$ cat config.mk
export PLATFORM = sky130hd
export DESIGN_NAME = timer_irq_source
export DESIGN_NICKNAME = d
export VERILOG_FILES = /design/src/rtl/timer_irq_source_pkg.sv /design/src/rtl/timer_irq_source.sv
export SDC_FILE = /design/constraint.sdc
export NUM_CORES = 1
export LEC_CHECK = 0
export ABC_AREA = 1
export CAP_MARGIN = 10
export CORE_AREA = 2 2 131 133
export CTS_BUF_LIST = sky130_fd_sc_hd__clkbuf_4
export DETAILED_ROUTE_END_ITERATION = 16
export DIE_AREA = 0 0 133 135
export DONT_BUFFER_PORTS = 1
export PLACE_DENSITY_LB_ADDON = 0.05
export SLEW_MARGIN = 20
export SYNTH_ARGS = -nofsm -noshare
export SYNTH_HDL_FRONTEND = slang
export SYNTH_SLANG_ARGS = --single-unit
$ cat constraint.sdc
create_clock -name clk -period 3.48 [get_ports clk]
set_input_delay 0.522 -clock clk [delete_from_list [all_inputs] [get_ports clk]]
set_output_delay 0.522 -clock clk [all_outputs]
set_load 0.01 [all_outputs]
$ cat src/rtl/timer_irq_source_pkg.sv
// rtl/timer_irq_source_pkg.sv - register map, CTRL fields, MODE and FSM encodings for timer_irq_source
//
// Purpose: shared constants for the timer interrupt source.
// Contents:
//   ADDR_*   word offsets of the memory-mapped registers
//   CTRL_*   bit positions inside CTRL
//   MODE_*   CTRL.MODE encodings (2 and 3 behave as one-shot)
//   ST_*     FSM state encodings
//   ctrl_pack  builds the 32-bit CTRL read value from its fields
package timer_irq_source_pkg;

    localparam logic [1:0] ADDR_CTRL   = 2'd0;
    localparam logic [1:0] ADDR_PRESET = 2'd1;
    localparam logic [1:0] ADDR_COUNT  = 2'd2;
    localparam logic [1:0] ADDR_RSVD   = 2'd3;

    localparam int CTRL_EN      = 0;
    localparam int CTRL_MODE_LO = 1;
    localparam int CTRL_IM      = 3;

    localparam logic [1:0] MODE_ONESHOT = 2'd0;
    localparam logic [1:0] MODE_RELOAD  = 2'd1;

    localparam logic [1:0] ST_IDLE = 2'd0;
    localparam logic [1:0] ST_LOAD = 2'd1;
    localparam logic [1:0] ST_CNT  = 2'd2;
    localparam logic [1:0] ST_INT  = 2'd3;

    // CTRL[31:4] always read as zero.
    function automatic logic [31:0] ctrl_pack(input logic en, input logic [1:0] mode, input logic im);
        logic [31:0] v;
        v = '0;
        v[CTRL_EN]               = en;
        v[CTRL_MODE_LO +: 2]     = mode;
        v[CTRL_IM]               = im;
        return v;
    endfunction

endpackage

$ cat src/rtl/timer_irq_source.sv
// rtl/timer_irq_source.sv - memory-mapped programmable down-counter raising a CP0 interrupt
//
// Purpose: software-programmed timer; on expiry it raises irq (level in one-shot,
//          one-cycle pulse per period in auto-reload). Writing CTRL or PRESET acks.
// Ports:
//   clk          in   1      system clock, rising edge
//   reset        in   1      synchronous, active-high
//   addr         in   2      word offset: 0=CTRL, 1=PRESET, 2=COUNT, 3=reserved
//   writeEnable  in   1      one-cycle write strobe
//   writeData    in   32     write data
//   readData     out  32     combinational read of the register selected by addr
//   irq          out  1      level interrupt request towards CP0 externalInterrupt
module timer_irq_source
    import timer_irq_source_pkg::*;
#(
    parameter int WIDTH = 32
) (
    input  logic        clk,
    input  logic        reset,
    input  logic [1:0]  addr,
    input  logic        writeEnable,
    input  logic [31:0] writeData,
    output logic [31:0] readData,
    output logic        irq
);

    localparam logic [WIDTH-1:0] ONE = {{(WIDTH-1){1'b0}}, 1'b1};

    logic             ctrl_en;
    logic [1:0]       ctrl_mode;
    logic             ctrl_im;
    logic [WIDTH-1:0] preset;
    logic [WIDTH-1:0] count;
    logic [1:0]       state;
    logic             irq_hold;

    logic ctrl_wr;
    logic preset_wr;
    logic reload_mode;

    assign ctrl_wr     = writeEnable && (addr == ADDR_CTRL);
    assign preset_wr   = writeEnable && (addr == ADDR_PRESET);
    assign reload_mode = (ctrl_mode == MODE_RELOAD);

    // Register writes come first in the block so that the FSM assignments
    // below take priority: INT clearing EN beats a coincident CTRL write, and
    // INT setting irq_hold beats a coincident ack.
    always_ff @(posedge clk) begin
        if (reset) begin
            ctrl_en   <= 1'b0;
            ctrl_mode <= MODE_ONESHOT;
            ctrl_im   <= 1'b0;
            preset    <= '0;
            count     <= '0;
            state     <= ST_IDLE;
            irq_hold  <= 1'b0;
        end else begin
            if (ctrl_wr) begin
                ctrl_en   <= writeData[CTRL_EN];
                ctrl_mode <= writeData[CTRL_MODE_LO +: 2];
                ctrl_im   <= writeData[CTRL_IM];
            end
            if (preset_wr) begin
                preset <= writeData[WIDTH-1:0];
            end
            if (ctrl_wr || preset_wr) begin
                irq_hold <= 1'b0;
            end

            case (state)
                ST_IDLE: begin
                    if (ctrl_en) begin
                        state <= ST_LOAD;
                    end
                end
                ST_LOAD: begin
                    count <= preset;
                    // A zero preset has nothing to count down, so expiry is
                    // immediate and the period stays PRESET+2 cycles.
                    state <= (preset == '0) ? ST_INT : ST_CNT;
                end
                ST_CNT: begin
                    if (!ctrl_en) begin
                        state <= ST_IDLE;
                    end else if (count > ONE) begin
                        count <= count - ONE;
                    end else begin
                        count <= '0;
                        state <= ST_INT;
                    end
                end
                ST_INT: begin
                    if (reload_mode) begin
                        state <= ST_LOAD;
                    end else begin
                        irq_hold <= 1'b1;
                        ctrl_en  <= 1'b0;
                        state    <= ST_IDLE;
                    end
                end
                default: state <= ST_IDLE;
            endcase
        end
    end

    assign irq = ctrl_im && (irq_hold || ((state == ST_INT) && reload_mode));

    always_comb begin
        readData = '0;
        case (addr)
            ADDR_CTRL:   readData = ctrl_pack(ctrl_en, ctrl_mode, ctrl_im);
            ADDR_PRESET: readData = 32'(preset);
            ADDR_COUNT:  readData = 32'(count);
            default:     readData = '0;
        endcase
    end

endmodule

# After elaboration in Yosys (flattened, before gate mapping)
# Index checks and enable logic that the tools add are counted.
[op_classes]
mux = 16
n_eq_ne = 9
n_addsub = 1
n_reduce_logical = 12
magnitude_cmp = 1
[ops]
columns = ["op", "n"]
rows = [
  ["case mux 32 bit (3 select lines)", 1],
  ["two-way mux 32 bit", 2],
  ["case mux 32 bit (2 select lines)", 1],
  ["> comparator 32 x 1 -> 1 bit, second input constant", 1],
  ["zero test 32 bit", 1],
  ["subtractor 32 x 1 -> 32 bit, second input constant", 1],
  ["two-way mux 1 bit", 8],
  ["case mux 2 bit (4 select lines)", 1],
  ["== test 2 x 1 -> 1 bit, second input constant", 3],
  ["== test 2 bit, second input constant", 3],
  ["two-way mux 2 bit", 3],
  ["logical AND 1 bit", 4],
  ["zero test 2 bit", 2],
  ["inequality test 2 bit, second input constant", 2],
  ["AND reduction 2 bit", 2],
  ["inequality test 3 bit, second input constant", 1],
  ["logical OR 1 bit", 2],
  ["nonzero test 2 bit", 1],
]
[totals]
output_inout_bits = 33
in_bits = 37
elab_cells = 46
reg_bits = 71

# Logic depth before layout (Yosys ltp)
[depth]
depth_word = 6
mapped_depth = 12
mapped_depth_nobuf = 11

# Least setup slack after synthesis
# No wires, ideal clock.
[synth_path]
path_kind = "in2out"
startpoint = "input addr[1]"
endpoint = "output readData[10]"
n_path_buf = 3
t_arrival_ns = 1.554
path_stages = 6
path_slack_ns = 1.404
required_time_ns = 2.958
path_cell_list = "buf_2 > nor2_1 > inv_1 > clkbuf_1 > clkbuf_1 > o22ai_1"
[synth_via]
elab_chain_len = 2
word_cells_on_any_way = 4
cone_classes = "2 x eq/ne; 1 x mux; 1 x reduce/logical"
[synth_lines]
columns = ["element", "line_no", "rtl"]
rows = [
  ["start, declared", "timer_irq_source.sv:20", "input logic [1:0] addr,"],
  ["== test 2 bit (tied with other cells)", "timer_irq_source.sv:110", "case (addr)"],
  ["case mux 32 bit (3 select lines) *", "timer_irq_source.sv:110", ""],
  ["end, declared", "timer_irq_source.sv:23", "output logic [31:0] readData,"],
]
# Mark *: on every way between the ends. The rest lies on a longest branch, timed or not.

# Final worst setup path
[layout_path]
startpoint = "input addr[0]"
endpoint = "output readData[19]"
# Same word-level chain as after synthesis.

==> run metrics <==
Buf/Inv on CP=3; CP top delay family=buffers and inverters; H-Tree Depth=3; Hold EP=irq_hold$_SDFF_PP0_; first-pass GRT wire length=24,300 um; syn_nets=695; vias per inst=4.87; slew margin rel.=0.303; Critical Path AT=1850 ps; CP max stage cell=nor2_1; critical path cell sequence=inv_1, nor2_1, inv_1, buf_4, o22ai_1; Initial Util=0.267; GRT Util Overall=0.178; Final Setup Violations=0; Die Span Y=135 um; worst-path maximum fanout=17; Synth Register Bits=71; overflow left after global routing=0; CTS Sinks=71; Critical Path RT=2960 ps; Worst Path Class, Setup=in2out; die width=133 um; commonest cells after routing, fill and taps aside=nand2_1, inv_1, dfxtp_1; fillers=1,848; commonest non-fill, non-tap cell in the layout=nand2_1; achievable frequency=0.421 GHz; ANT nets after route=0; most used cell along the critical path=inv_1; Tot Pwr=2.28 mW; worst min path class=in2reg; Crit. End Element=primary output; post-route minimum period=2370 ps; Post-Syn Area=0.00439 mm^2; Slew @ Worst Pin=1040 ps; IO Port Bufs=0; Setup Skew=13.5 ps; antenna violations before repair=1; DIE AREA=0.0180 mm^2; Worst R2R Path Depth=6; post-CTS setup buffer count=0; Synth Instances=656; synthesis-to-layout area growth=6.27%; FF-to-FF Start=state[1]$_SDFFE_PP0P_; final period utilization=0.682; setup TNS=0 ps; cts bufs inserted=9; status=complete, no violations; Syn Area/Cell=6.69 um^2; largest net degree at the start of global routing=65; drc violations=0; core area=0.0164 mm^2; reg2reg end=count[15]$_SDFFE_PP0P_; nets=680; post-synth top area cell=dfxtp_1; Max Transition Viols Final=0; Yosys cell types=36; num rows=47; gpl congestion=0.865; VDD IR-drop max=147 uV; Final Hold Fails=0; vias in the first global route=4,234; RSZ-0062 raised after global routing=false; Clock Tree Buf Depth=2; Detailed Routing Iterations Pass 1=4; vias post-DR=4,223; TritonCTS clock tree=done; clock transition at the registers of the reported paths=130 ps; Worst Hold Launch=reset; Leakage=1.86 nW; Clk Latency, worst-skew pair=450 ps; I/O pins=70; top cells by area, synth=dfxtp_1, nand2_1, o21ai_0, a21oi_1, inv_1; Root Driver=clkbuf_4; post-DP HPWL=11,600 um; DRT iter0 DRCs=286; CTS resizes=0; layout cell share with drive strength beyond 1=0.105; top cell type's share of synthesized area=0.324; drt total wl=15,600 um; Max-Cap Viols=0; drt wl/cell=17.9 um; worst hold stages=1; Power per Cell Area=488 mW/mm^2; hold_buf cts=0; reg2reg setup slack=1200 ps; Syn. warnings=0; CP Launch Type=input port; largest stage delay on the critical path=310 ps; sequential share of the synthesized area=0.324
kinds of logic (layout without fill, tap and decap cells):
group,count (synthesis),in the layout,share of synthesized area
AO/OA/AOI/OAI,177,177,0.236
XOR/XNOR,15,15,0.0299
adder cells (fa/ha/maj),2,2,0.00570
buffers and inverters,113,103,0.115
flip-flops,71,71,0.324
other,0,1,0
AND/OR/NAND/NOR,278,278,0.289
cell usage after synthesis:
| master | count |
|---|---|
| nand4_1 | 11 |
| dlygate4sd1_1 | 2 |
| nor4_1 | 4 |
| nor2_2 | 7 |
| nor2_8 | 1 |
| buf_4 | 2 |
| dfxtp_1 | 71 |
| a21oi_4 | 1 |
| nor2_1 | 64 |
| nor3_1 | 4 |
| nor2_4 | 4 |
| nand2_2 | 4 |
| clkbuf_1 | 17 |
| o22ai_1 | 23 |
| nand3_1 | 20 |
| and2_1 | 1 |
| o221ai_1 | 4 |
| a21oi_1 | 61 |
| o21ai_1 | 5 |
| nand3_2 | 7 |
| buf_2 | 3 |
| a21oi_2 | 7 |
| o22ai_2 | 8 |
| buf_12 | 1 |
| o211ai_1 | 1 |
| ha_1 | 2 |
| inv_2 | 4 |
| clkbuf_8 | 3 |
| nand2_1 | 146 |
| nand2_4 | 5 |
| xor2_1 | 15 |
| o21ai_0 | 65 |
| a31oi_1 | 1 |
| buf_6 | 2 |
| o21ai_2 | 1 |
| inv_1 | 79 |
where the power goes:
| part | internal (mW) | switching (mW) |
|---|---|---|
| sequential | 0.853 | 0.0389 |
| clock | 0.297 | 0.335 |
| combinational | 0.230 | 0.522 |
sequential cells by signal, indices dropped and copies added, names as in the netlist:
name / cells
state: 2
ctrl_im: 1
ctrl_mode: 2
ctrl_en: 1
irq_hold: 1
preset: 32
count: 32
area by class of cell:
type                       instances  area [um^2]  area share
multi-input combinational        472         2460       0.528
sequential                        71         1420       0.305
inverter                          83          312      0.0668
tap                              220          275      0.0590
clock inverter                     6         85.1      0.0182
clock buffer                      10         75.1      0.0161
timing repair buffer               4         30.0     0.00644
antenna                            1         2.50    0.000537
how the worst max path moves through the flow:
stage	to	start	slack (ps)	depth (start not counted)
3_3_place_gp	preset[15]$_SDFFE_PP0P_	addr[0]	1190	5
5_1_grt	count[12]$_SDFFE_PP0P_	state[1]$_SDFFE_PP0P_	950	6
4_1_cts	readData[2]	addr[0]	1140	5
2_1_floorplan	readData[10]	addr[1]	1400	6
3_5_place_dp	preset[15]$_SDFFE_PP0P_	addr[0]	1130	5
6_report	readData[19]	addr[0]	1110	5
per-layer routing:
layer | share of wire | wire length (um) | track usage
met4 | 0.021 | 320 | 0.0705
met3 | 0.037 | 577 | 0.0259
met2 | 0.44 | 6850 | 0.272
met5 | 0 | 0 | 0
met1 | 0.50 | 7810 | 0.251
per-stage QoR:
step	setup slack (ps)	instance area (um^2)	util	std cells	hold slack (ps)
floorplan	1400	4390	-	656	441
global placement	1190	4500	0.274	850	453
detailed placement	1130	4500	0.274	850	456
CTS	1140	4660	0.284	866	80.6
global route	949	4660	0.284	867	76.0
finish	1110	4660	0.284	867	119
Note: power is estimated with default switching activity, not from simulation.
